<file path="src/rtl/regfile_pkg.sv">
// Shared defaults, FSM encoding and address helper for regfile_mp_sb.
package regfile_pkg;

  localparam int unsigned DEF_REG_DEPTH   = 32;
  localparam int unsigned DEF_REG_WIDTH   = 32;
  localparam int unsigned DEF_RADDR_WIDTH = 5;
  localparam int unsigned DEF_NUM_RD      = 2;

  localparam int unsigned ZERO_ADDR = 0;

  typedef enum logic {
    INIT = 1'b0,
    RUN  = 1'b1
  } state_e;

  // x0 and anything past the implemented depth behave as a hardwired zero.
  function automatic logic addr_ok(input int unsigned addr, input int unsigned depth);
    return (addr != ZERO_ADDR) && (addr < depth);
  endfunction

endpackage

</file>
<file path="src/rtl/regfile_scoreboard.sv">
// Pending-bit scoreboard: issue sets, writeback clears, set wins on a tie.
// BYPASS makes a read of the address being written report the post-edge bit.
module regfile_scoreboard
  import regfile_pkg::*;
#(
  parameter int unsigned REG_DEPTH   = DEF_REG_DEPTH,
  parameter int unsigned RADDR_WIDTH = DEF_RADDR_WIDTH,
  parameter int unsigned NUM_RD      = DEF_NUM_RD,
  parameter bit          BYPASS      = 1'b0
) (
  input  logic                          clk,
  input  logic                          rst_n,
  input  logic                          en_i,
  input  logic                          set_i,
  input  logic [RADDR_WIDTH-1:0]        set_addr_i,
  input  logic                          clr_i,
  input  logic [RADDR_WIDTH-1:0]        clr_addr_i,
  input  logic [NUM_RD*RADDR_WIDTH-1:0] rd_addr_i,
  output logic [NUM_RD-1:0]             busy_o
);

  localparam int unsigned IDXW = (REG_DEPTH > 1) ? $clog2(REG_DEPTH) : 1;

  logic [REG_DEPTH-1:0]   pend_q, pend_d;
  logic [NUM_RD-1:0]      busy_q, busy_d;
  logic [RADDR_WIDTH-1:0] ra;
  logic                   set_ok, clr_ok;

  always_comb begin
    set_ok = en_i && set_i && addr_ok(32'(set_addr_i), REG_DEPTH);
    clr_ok = en_i && clr_i && addr_ok(32'(clr_addr_i), REG_DEPTH);
    pend_d = pend_q;
    if (clr_ok) pend_d[IDXW'(clr_addr_i)] = 1'b0;
    if (set_ok) pend_d[IDXW'(set_addr_i)] = 1'b1;
  end

  always_comb begin
    busy_d = '0;
    ra     = '0;
    for (int unsigned k = 0; k < NUM_RD; k++) begin
      ra = rd_addr_i[k*RADDR_WIDTH +: RADDR_WIDTH];
      if (en_i && addr_ok(32'(ra), REG_DEPTH)) begin
        if (BYPASS && clr_ok && (ra == clr_addr_i))
          busy_d[k] = set_ok && (set_addr_i == ra);
        else
          busy_d[k] = pend_q[IDXW'(ra)];
      end
    end
  end

  always_ff @(posedge clk or negedge rst_n) begin
    if (!rst_n) begin
      pend_q <= '0;
      busy_q <= '0;
    end else begin
      pend_q <= pend_d;
      busy_q <= busy_d;
    end
  end

  assign busy_o = busy_q;

endmodule

</file>
<file path="src/rtl/regfile_mp_sb.sv">
// Multi-read-port register file with pending scoreboard and post-reset clear FSM.
// Optional write-to-read bypass: define REGFILE_BYPASS_EN.
module regfile_mp_sb
  import regfile_pkg::*;
#(
  parameter int unsigned REG_DEPTH   = DEF_REG_DEPTH,
  parameter int unsigned REG_WIDTH   = DEF_REG_WIDTH,
  parameter int unsigned RADDR_WIDTH = DEF_RADDR_WIDTH,
  parameter int unsigned NUM_RD      = DEF_NUM_RD
) (
  input  logic                          clk,
  input  logic                          rst_n,
  output logic                          ready,
  input  logic                          we,
  input  logic [RADDR_WIDTH-1:0]        wr_addr,
  input  logic [REG_WIDTH-1:0]          wr_data,
  input  logic                          iss_valid,
  input  logic [RADDR_WIDTH-1:0]        iss_addr,
  input  logic [NUM_RD*RADDR_WIDTH-1:0] rd_addr,
  output logic [NUM_RD*REG_WIDTH-1:0]   rd_data,
  output logic [NUM_RD-1:0]             rd_busy
);

  localparam int unsigned IDXW = (REG_DEPTH > 1) ? $clog2(REG_DEPTH) : 1;
`ifdef REGFILE_BYPASS_EN
  localparam bit BYPASS = 1'b1;
`else
  localparam bit BYPASS = 1'b0;
`endif

  state_e                 state_q;
  logic [RADDR_WIDTH-1:0] idx_q;
  logic                   ready_q;

  logic [REG_WIDTH-1:0]   bank_q [REG_DEPTH];
  logic                   bank_we;
  logic [IDXW-1:0]        bank_waddr;
  logic [REG_WIDTH-1:0]   bank_wdata;
  logic                   wr_hit;

  logic [REG_WIDTH-1:0]   rdata_q [NUM_RD];
  logic [REG_WIDTH-1:0]   rdata_d [NUM_RD];
  logic [RADDR_WIDTH-1:0] ra;

  // Clear sequencer: one entry per cycle, then RUN until the next reset.
  always_ff @(posedge clk or negedge rst_n) begin
    if (!rst_n) begin
      state_q <= INIT;
      idx_q   <= '0;
      ready_q <= 1'b0;
    end else begin
      case (state_q)
        INIT: begin
          idx_q <= idx_q + 1'b1;
          if (idx_q == RADDR_WIDTH'(REG_DEPTH - 1)) begin
            state_q <= RUN;
            ready_q <= 1'b1;
          end
        end
        RUN: ;
      endcase
    end
  end

  assign ready = ready_q;

  always_comb begin
    wr_hit = (state_q == RUN) && we && addr_ok(32'(wr_addr), REG_DEPTH);
    if (state_q == INIT) begin
      bank_we    = 1'b1;
      bank_waddr = IDXW'(idx_q);
      bank_wdata = '0;
    end else begin
      bank_we    = wr_hit;
      bank_waddr = IDXW'(wr_addr);
      bank_wdata = wr_data;
    end
  end

  // No reset on the array so it can map onto RAM.
  always_ff @(posedge clk) begin
    if (bank_we) bank_q[bank_waddr] <= bank_wdata;
  end

  always_comb begin
    ra = '0;
    for (int unsigned k = 0; k < NUM_RD; k++) begin
      rdata_d[k] = '0;
      ra = rd_addr[k*RADDR_WIDTH +: RADDR_WIDTH];
      if ((state_q == RUN) && addr_ok(32'(ra), REG_DEPTH))
        rdata_d[k] = (BYPASS && wr_hit && (wr_addr == ra)) ? wr_data : bank_q[IDXW'(ra)];
    end
  end

  always_ff @(posedge clk or negedge rst_n) begin
    if (!rst_n) begin
      for (int unsigned k = 0; k < NUM_RD; k++) rdata_q[k] <= '0;
    end else begin
      for (int unsigned k = 0; k < NUM_RD; k++) rdata_q[k] <= rdata_d[k];
    end
  end

  always_comb begin
    rd_data = '0;
    for (int unsigned k = 0; k < NUM_RD; k++) rd_data[k*REG_WIDTH +: REG_WIDTH] = rdata_q[k];
  end

  regfile_scoreboard #(
    .REG_DEPTH  (REG_DEPTH),
    .RADDR_WIDTH(RADDR_WIDTH),
    .NUM_RD     (NUM_RD),
    .BYPASS     (BYPASS)
  ) u_scoreboard (
    .clk       (clk),
    .rst_n     (rst_n),
    .en_i      (state_q == RUN),
    .set_i     (iss_valid),
    .set_addr_i(iss_addr),
    .clr_i     (we),
    .clr_addr_i(wr_addr),
    .rd_addr_i (rd_addr),
    .busy_o    (rd_busy)
  );

endmodule

</file>
<file path="config.mk">
export PLATFORM = sky130hd
export DESIGN_NAME = regfile_mp_sb
export DESIGN_NICKNAME = d
export VERILOG_FILES = /design/src/rtl/regfile_pkg.sv /design/src/rtl/regfile_scoreboard.sv /design/src/rtl/regfile_mp_sb.sv
export SDC_FILE = /design/constraint.sdc
export NUM_CORES = 1
export LEC_CHECK = 0
export BUFFER_PORTS_ARGS = -buffer_cell sky130_fd_sc_hd__buf_2
export CAP_MARGIN = 20
export CELL_PAD_IN_SITES_DETAIL_PLACEMENT = 1
export CELL_PAD_IN_SITES_GLOBAL_PLACEMENT = 1
export CORE_MARGIN = 5
export CORE_UTILIZATION = 40
export CTS_CLUSTER_SIZE = 28
export DETAILED_ROUTE_END_ITERATION = 7
export GPL_TIMING_DRIVEN = 0
export PLACE_DENSITY_LB_ADDON = 0.2
export RECOVER_POWER = 25
export SYNTH_ARGS = -nofsm -noshare
export SYNTH_HDL_FRONTEND = slang
export SYNTH_SLANG_ARGS = --single-unit
</file>
<file path="constraint.sdc">
create_clock -name clk -period 8.7 [get_ports clk]
set_input_delay 1.74 -clock clk [delete_from_list [all_inputs] [get_ports clk]]
set_output_delay 1.74 -clock clk [all_outputs]
set_load 0.05 [all_outputs]
</file>
# [After elaboration in Yosys (flattened, before gate mapping)]
# Memory sizes are Yosys's and may differ from the RTL's.
# Index checks and enable logic that the tools add are counted.
[word_totals] output_inout_bits=67 mem_bits_rw=1024 mem_count=1 inputBits=56 reg_bits=105 wordCells=54
[mem_list] name="bank_q" depth=32 word_bits=32 rd=2 rd_clocked_by_memory_dff=0 write_ports=1 line_no="regfile_mp_sb.sv:35" rtl="logic [REG_WIDTH-1:0] bank_q [REG_DEPTH];"
[classes] n_bitwise=4 n_eq_ne=1 addsub=1 reduce_logical=13 mux=21 order_cmp=6
[op_table] op="32-bit two-way mux" count=5
[op_table] op="32-bit bitwise AND" count=1
[op_table] op="32-bit NOT" count=1
[op_table] op="32-bit OR" count=1
[op_table] op="5-bit by 6-bit less-than comparator with 1-bit output, second input constant" count=4
[op_table] op="5-bit nonzero test" count=4
[op_table] op="1-bit two-way mux" count=11
[op_table] op="1-bit binary-select mux with 5-bit select" count=2
[op_table] op="1-bit demux with 5-bit select" count=2
[op_table] op="5-bit by 1-bit >= comparator with 1-bit output, second input constant" count=2
[op_table] op="1-bit logical AND" count=8
[op_table] op="5-bit by 1-bit adder with 5-bit output, second input constant" count=1
[op_table] op="5-bit equality test, second input constant" count=1
[op_table] op="5-bit two-way mux" count=1
[op_table] op="2-bit AND reduction" count=1
[op_table] op="1-bit NOT" count=1

# [Longest topological paths before layout]
[depth] depth_word=9 ltp_mapped=8

# [Cells and area by module]
# From an unflattened synthesis, not the netlist that was laid out.
[hier_totals] cells_unflattened=2606 area_unflattened_um2=51435.6
[modules_own_cells] module="regfile_mp_sb" seq_area_each_um2=32526.2 area_per_inst_um2=49416.1 cells_each=2415 instances=1
[modules_own_cells] module="regfile_scoreboard" seq_area_each_um2=850.8 area_per_inst_um2=2019.4 cells_each=191 instances=1

# [Worst setup path after synthesis]
# No wires, ideal clock.
[synth_path] path_type="in2reg" start="input wr_addr[2]" end="memory bank_q[0][0] in the netlist's numbering, enable pin" setup_ps=421 path_stages=6 path_slack_ps=4163 arrival_time_ps=4116 path_cell_list="buf_2 nor3_1 or4b_1 clkbuf_2 o31a_2 nor2_1"
[synth_via] elab_chain_cells=5 word_cells_on_any_way=6
[synth_rtl] element="from (decl)" line_no="regfile_mp_sb.sv:15" rtl="input logic [RADDR_WIDTH-1:0] wr_addr,"
[synth_rtl] element="5-bit nonzero test" line_no="regfile_pkg.sv:18" rtl="return (addr != ZERO_ADDR) && (addr < depth);"
[synth_rtl] element="1-bit logical AND" line_no="regfile_mp_sb.sv:68" rtl="wr_hit = (state_q == RUN) && we && addr_ok(32'(wr_addr), REG_DEPTH);"
[synth_rtl] element="1-bit two-way mux" line_no="regfile_mp_sb.sv:69" rtl="if (state_q == INIT) begin"
[synth_rtl] element="1-bit two-way mux" line_no="regfile_mp_sb.sv:82" rtl="if (bank_we) bank_q[bank_waddr] <= bank_wdata;"
[synth_rtl] element="1-bit two-way mux (implied by the code)" line_no="regfile_mp_sb.sv:82"
[synth_rtl] element="to (decl)" line_no="regfile_mp_sb.sv:35"
# Parallel ways exist; a longest one is shown, timed or not.

# [Final worst setup path]
[layout_path] start="register state_q" end="memory bank_q[7][13] in the netlist's numbering, enable pin"
[layout_via] elab_chain_cells=5 word_cells_on_any_way=6
[layout_rtl] element="from (decl)" line_no="regfile_mp_sb.sv:31" rtl="state_e state_q;"
[layout_rtl] element="from (signal assigned)" line_no="regfile_mp_sb.sv:48" rtl="state_q <= INIT;"
[layout_rtl] element="from (signal assigned)" line_no="regfile_mp_sb.sv:56" rtl="state_q <= RUN;"
[layout_rtl] element="1-bit logical AND (2 in series)" line_no="regfile_mp_sb.sv:68"
[layout_rtl] element="1-bit two-way mux" line_no="regfile_mp_sb.sv:69"
[layout_rtl] element="1-bit two-way mux" line_no="regfile_mp_sb.sv:82"
[layout_rtl] element="1-bit two-way mux (implied by the code)" line_no="regfile_mp_sb.sv:82"
# Parallel ways exist; a longest one is shown, timed or not.

==> report_table.html <==
<table>
<tr><th>Metric</th><th>Value</th></tr>
<tr><th colspan="2">Floorplanning</th></tr>
<tr><td>Initial Util</td><td>40.1%</td></tr>
<tr><td>Vertical die dimension</td><td>370 um</td></tr>
<tr><td>Horizontal die dimension</td><td>~370 um</td></tr>
<tr><td>Area of the placeable core</td><td>129,000 um2</td></tr>
<tr><td>Cell Rows</td><td>132</td></tr>
<tr><td>Die outline area</td><td>137,000 um2</td></tr>
<tr><td>Number of top-level design ports</td><td>approximately 120</td></tr>
<tr><th colspan="2">Synthesis</th></tr>
<tr><td>Synthesized instance count</td><td>3,130</td></tr>
<tr><td>Post-synth top flop</td><td>sky130_fd_sc_hd__edfxtp_1</td></tr>
<tr><td>Total nets after synthesis</td><td>3,188</td></tr>
<tr><td>Sequential area share after synthesis</td><td>64.5%</td></tr>
<tr><td>Number of enable-type register cells in the synthesized netlist</td><td>1,024</td></tr>
<tr><td>Synth async-reset ratio</td><td>9.30%</td></tr>
<tr><td>Flip-flop and latch count after synthesis</td><td>around 1,100</td></tr>
<tr><td>Mean post-synth cell area</td><td>approximately 17 um2</td></tr>
<tr><td>Mapped cell area</td><td>51,700 um2</td></tr>
<tr><td>Unique cell type count in the Yosys netlist</td><td>46</td></tr>
<tr><td>Count of warnings emitted by yosys</td><td>0</td></tr>
<tr><th colspan="2">Clock tree</th></tr>
<tr><td>Clock tree root driver cell</td><td>sky130_fd_sc_hd__clkbuf_16</td></tr>
<tr><td>Post-CTS sizing</td><td>0</td></tr>
<tr><td>Number of buffers created by CTS</td><td>130</td></tr>
<tr><td>Total number of H-tree levels</td><td>4</td></tr>
<tr><td>CTS clk-pin slew, worst paths</td><td>0.06 ns</td></tr>
<tr><td>Maximum clock path buffer count</td><td>3</td></tr>
<tr><td>Hold-fix buffer count after cts</td><td>0</td></tr>
<tr><td>CTS sink count</td><td>1,129</td></tr>
<tr><td>TritonCTS clock tree</td><td>yes</td></tr>
<tr><td>Latest clock arrival within the worst-skew pair</td><td>0.78 ns</td></tr>
<tr><td>Setup Buffers After CTS</td><td>0</td></tr>
<tr><th colspan="2">Global route</th></tr>
<tr><td>Number of antenna violations at the first check in global routing</td><td>19</td></tr>
<tr><td>Vias in the first global route</td><td>35,200</td></tr>
<tr><td>Overflow left after global routing</td><td>0</td></tr>
<tr><td>Global-route total usage across every layer</td><td>slightly below 30%</td></tr>
<tr><td>First-pass GRT wire length</td><td>280,000 um</td></tr>
<tr><td>Largest net degree at the start of global routing</td><td>85</td></tr>
<tr><th colspan="2">Timing</th></tr>
<tr><td>Final Hold Viols</td><td>0</td></tr>
<tr><td>Share of the clock period used by the worst path after layout</td><td>61.1%</td></tr>
<tr><td>Fin crit period</td><td>5.32 ns</td></tr>
<tr><td>Worst-margin pin slew</td><td>1.95 ns</td></tr>
<tr><td>Min setup slack post-route</td><td>roughly 3.4 ns</td></tr>
<tr><td>Final max-slew violation count</td><td>145</td></tr>
<tr><td>Sum of negative setup slack</td><td>0 ns</td></tr>
<tr><td>Worst slew margin relative to its limit</td><td>-30.2%</td></tr>
<tr><td>Setup clock skew after layout</td><td>0.0272 ns</td></tr>
<tr><td>Setup violation total in the final timing report</td><td>0</td></tr>
<tr><td>Maximum clock rate</td><td>188 MHz</td></tr>
<tr><td>RSZ-0062 raised after global routing</td><td>false</td></tr>
<tr><th colspan="2">Worst setup path</th></tr>
<tr><td>WP data required</td><td>around 9 ns</td></tr>
<tr><td>Number of buffer and inverter stages on the critical path</td><td>3</td></tr>
<tr><td>Ordered list of cells on the worst path</td><td>clkbuf_1, clkbuf_1, a21o_1, nand2_1, nor2_1, clkbuf_1</td></tr>
<tr><td>Highest-delay cell along the critical path</td><td>sky130_fd_sc_hd__nor2_1</td></tr>
<tr><td>Top cell family by delay on the critical path</td><td>buffers and inverters</td></tr>
<tr><td>Delay of the slowest critical-path stage</td><td>~1.4 ns</td></tr>
<tr><td>Critical path class</td><td>reg2reg</td></tr>
<tr><td>Top fanout value on the critical path</td><td>18</td></tr>
<tr><td>CP arrival</td><td>~5.7 ns</td></tr>
<tr><td>Nature of the critical path startpoint</td><td>flop</td></tr>
<tr><td>Cell occurring most often along the worst timing path</td><td>sky130_fd_sc_hd__clkbuf_1</td></tr>
<tr><td>Setup slack of the most critical reg-to-reg path</td><td>3.38 ns</td></tr>
<tr><td>Register-to-Register Path Depth</td><td>6</td></tr>
<tr><td>Crit Reg-Reg Startpoint</td><td>state_q$_DFF_PN0_</td></tr>
<tr><td>Destination of the worst register-to-register timing path</td><td>bank_q[7][13]$_DFFE_PP_</td></tr>
<tr><td>Element type at the critical path end</td><td>flop</td></tr>
<tr><th colspan="2">Outcome</th></tr>
<tr><td>Outcome</td><td>finished with violations</td></tr>
<tr><td>Failing checks</td><td>capacitance limit, slew limit</td></tr>
<tr><th colspan="2">Detailed routing</th></tr>
<tr><td>Final routed wire length divided by cell count</td><td>slightly below 40 um</td></tr>
<tr><td>ANT nets after route</td><td>0</td></tr>
<tr><td>Detail-routed via count per cell</td><td>6.45</td></tr>
<tr><td>DRC violation count after routing</td><td>0</td></tr>
<tr><td>First-pass detailed-route iteration total</td><td>6</td></tr>
<tr><td>Post-detailed-routing wire length</td><td>205,000 um</td></tr>
<tr><td>Iteration-0 DRC count of the detailed router</td><td>4,813</td></tr>
<tr><td>Via count</td><td>between 30,000 and 40,000</td></tr>
<tr><th colspan="2">Pwr</th></tr>
<tr><td>Reported leakage power</td><td>21.0 nW</td></tr>
<tr><td>Sequential Power Share</td><td>47.4%</td></tr>
<tr><td>Power Internal</td><td>9.39 mW</td></tr>
<tr><td>Maximum vdd ir drop</td><td>0.000216 V</td></tr>
<tr><td>Switching part of the total</td><td>26.1%</td></tr>
<tr><td>Comb pwr share</td><td>10.5%</td></tr>
<tr><td>Net Sw Power</td><td>3.31 mW</td></tr>
<tr><td>Clk network pwr share</td><td>~42%</td></tr>
<tr><td>Total power divided by cell area</td><td>211 nW/um2</td></tr>
<tr><th colspan="2">Place</th></tr>
<tr><td>Detail Placement HPWL</td><td>147,000 um</td></tr>
<tr><td>Last weighted congestion value of the routability-driven placer</td><td>around 0.95</td></tr>
<tr><td>Count of buffers inserted at the top-level ports</td><td>114</td></tr>
<tr><td>Placed cell count</td><td>5,031</td></tr>
<tr><td>Setup WS pre-CTS</td><td>3.80 ns</td></tr>
<tr><th colspan="2">Final layout</th></tr>
<tr><td>Synth-to-layout area growth</td><td>16.2%</td></tr>
<tr><td>Share of post-route cells with drive strength above 1</td><td>22.5%</td></tr>
<tr><td>Sequential cell area</td><td>approximately 33,000 um2</td></tr>
<tr><td>Final layout net count</td><td>3,500</td></tr>
<tr><td>Share of the core filled with cells in the final layout</td><td>a little under half</td></tr>
<tr><td>Footprint of the multi-input gates</td><td>17,200 um2</td></tr>
<tr><td>Number of filler cells placed in the layout</td><td>12,400</td></tr>
<tr><td>Post-route non-filler standard cell count</td><td>approximately 5,300</td></tr>
<tr><th colspan="2">Min path</th></tr>
<tr><td>Min-Delay Endpoint</td><td>ready$_DFFE_PN0P_</td></tr>
<tr><td>Origin of the worst min-delay path</td><td>ready$_DFFE_PN0P_</td></tr>
<tr><td>Hold WC Path Type</td><td>reg2reg</td></tr>
<tr><td>Instance count along the most critical hold path</td><td>1</td></tr>
<tr><th colspan="2">Flow run</th></tr>
<tr><td>Number of max-cap violations</td><td>7</td></tr>
</table>
==> cell usage in the layout (no fill, tap or decap), types with 4 or more instances in the layout <==
cell | netlist | routed
sky130_fd_sc_hd__nor2_4 | 0 | 25
sky130_fd_sc_hd__clkbuf_1 | 80 | 141
sky130_fd_sc_hd__nand2_1 | 94 | 94
sky130_fd_sc_hd__and2_1 | 41 | 9
sky130_fd_sc_hd__a32oi_1 | 9 | 9
sky130_fd_sc_hd__clkbuf_16 | 0 | 139
sky130_fd_sc_hd__nand2b_1 | 5 | 5
sky130_fd_sc_hd__o21ai_0 | 52 | 52
sky130_fd_sc_hd__mux2i_1 | 533 | 533
sky130_fd_sc_hd__buf_12 | 0 | 25
sky130_fd_sc_hd__clkbuf_8 | 0 | 6
sky130_fd_sc_hd__buf_6 | 12 | 13
sky130_fd_sc_hd__o31ai_1 | 8 | 8
sky130_fd_sc_hd__diode_2 | 0 | 6
sky130_fd_sc_hd__clkinv_1 | 0 | 16
sky130_fd_sc_hd__buf_4 | 51 | 51
sky130_fd_sc_hd__and3_1 | 59 | 59
sky130_fd_sc_hd__mux4_2 | 262 | 262
sky130_fd_sc_hd__nand3b_1 | 6 | 6
sky130_fd_sc_hd__nor2b_1 | 10 | 10
sky130_fd_sc_hd__dfrtp_1 | 105 | 105
sky130_fd_sc_hd__nand3_1 | 139 | 139
sky130_fd_sc_hd__buf_2 | 88 | 183
sky130_fd_sc_hd__clkinv_2 | 0 | 19
sky130_fd_sc_hd__buf_16 | 0 | 26
sky130_fd_sc_hd__buf_1 | 7 | 7
sky130_fd_sc_hd__nor2_1 | 45 | 20
sky130_fd_sc_hd__nand4_1 | 69 | 69
sky130_fd_sc_hd__a21oi_1 | 123 | 123
sky130_fd_sc_hd__inv_6 | 0 | 10
sky130_fd_sc_hd__inv_4 | 0 | 4
sky130_fd_sc_hd__and2_0 | 0 | 31
sky130_fd_sc_hd__a22oi_1 | 264 | 264
sky130_fd_sc_hd__edfxtp_1 | 1024 | 1024
==> worst max path at each step <==
stage / startpoint / endpoint / slack, ns / cells past startpoint
after floorplan: wr_addr[2] / bank_q[0][0]$_DFFE_PP_ / 4.16 / 6
after global placement: wr_addr[2] / bank_q[28][9]$_DFFE_PP_ / 1.86 / 6
after detailed placement: rd_addr[2] / rd_data[0]$_DFF_PN0_ / 3.80 / 7
after CTS: rd_addr[2] / rd_data[0]$_DFF_PN0_ / 4.62 / 7
after global routing: state_q$_DFF_PN0_ / bank_q[7][3]$_DFFE_PP_ / 3.36 / 6
final: state_q$_DFF_PN0_ / bank_q[7][13]$_DFFE_PP_ / 3.38 / 6
==> cell usage after synthesis (5+ instances only) <==
master,count,area (um2)
sky130_fd_sc_hd__and2_1,41,257
sky130_fd_sc_hd__mux2i_1,533,5340
sky130_fd_sc_hd__nand4_1,69,432
sky130_fd_sc_hd__nand3b_1,6,45.0
sky130_fd_sc_hd__nand3_1,139,696
sky130_fd_sc_hd__o21ai_0,52,260
sky130_fd_sc_hd__a22oi_1,264,1980
sky130_fd_sc_hd__dfrtp_1,105,2630
sky130_fd_sc_hd__clkbuf_1,80,300
sky130_fd_sc_hd__mux4_2,262,5900
sky130_fd_sc_hd__buf_1,7,26.3
sky130_fd_sc_hd__o31ai_1,8,60.1
sky130_fd_sc_hd__and3_1,59,369
sky130_fd_sc_hd__nor2_1,45,169
sky130_fd_sc_hd__buf_2,88,440
sky130_fd_sc_hd__nor2b_1,10,62.6
sky130_fd_sc_hd__buf_4,51,383
sky130_fd_sc_hd__a32oi_1,9,78.8
sky130_fd_sc_hd__a21oi_1,123,616
sky130_fd_sc_hd__nand2_1,94,353
sky130_fd_sc_hd__nand2b_1,5,31.3
sky130_fd_sc_hd__buf_6,12,135
sky130_fd_sc_hd__edfxtp_1,1024,30700
==> cell type report <==
class | count | share of cell area [%]
repair buffers | 180 | 3.19
flip-flops and latches | 1129 | 55.5
well taps | 1742 | 3.63
multi-input cells | 1757 | 28.7
clock inverters | 60 | 0.762
plain buffers | 241 | 2.16
inverters | 3 | 0.0187
diodes | 6 | 0.0250
clock buffers | 174 | 6.00
==> kinds of logic after synthesis <==
kind of cell               synth area share, %
DFF                                       64.5
xor gates and xnor gates                0.0508
buffers and inverters                     2.54
adders and majority gates               0.0484
and+or+nand+nor                           5.05
muxes                                     21.8
AOI/OAI and AO/OA                         5.99
==> routing by layer <==
layer	GRT usage (%)	routed length, um	up-vias
li1	-	-	13500
met1	38.8	78700	18200
met2	45.6	92500	2052
met3	9.67	24500	442
met4	11.5	8800	8
met5	0	50	-
==> power by group through the flow <==
stage / Combinational (mW) / Clock, mW / Sequential (mW)
global route: 1.36 / 5.63 / 6.03
global placement: 1.22 / 0 / 6.14
finish: 1.33 / 5.35 / 6.02
detailed placement: 1.28 / 0 / 6.14
floorplan: 0.579 / 0 / 6.27
CTS: 1.28 / 5.38 / 6.02
==> stage by stage <==
step | hold slack [ns] | instance area (um2) | total power, mW
2_1_floorplan | 0.441 | 51700 | 6.85
3_3_place_gp | 0.458 | 54500 | 7.36
3_5_place_dp | 0.478 | 55700 | 7.42
4_1_cts | 0.491 | 59800 | 12.7
5_1_grt | 0.507 | 60100 | 13.0
6_report | 0.485 | 60100 | 12.7
==> flip-flops by register name (all words and copies together), names as in the netlist <==
signal	count
u_scoreboard.pend_q	32
state_q	1
rd_data	64
bank_q	1024
ready	1
idx_q	5
u_scoreboard.busy_o	2
No activity file was read; power rests on OpenSTA's default activity.
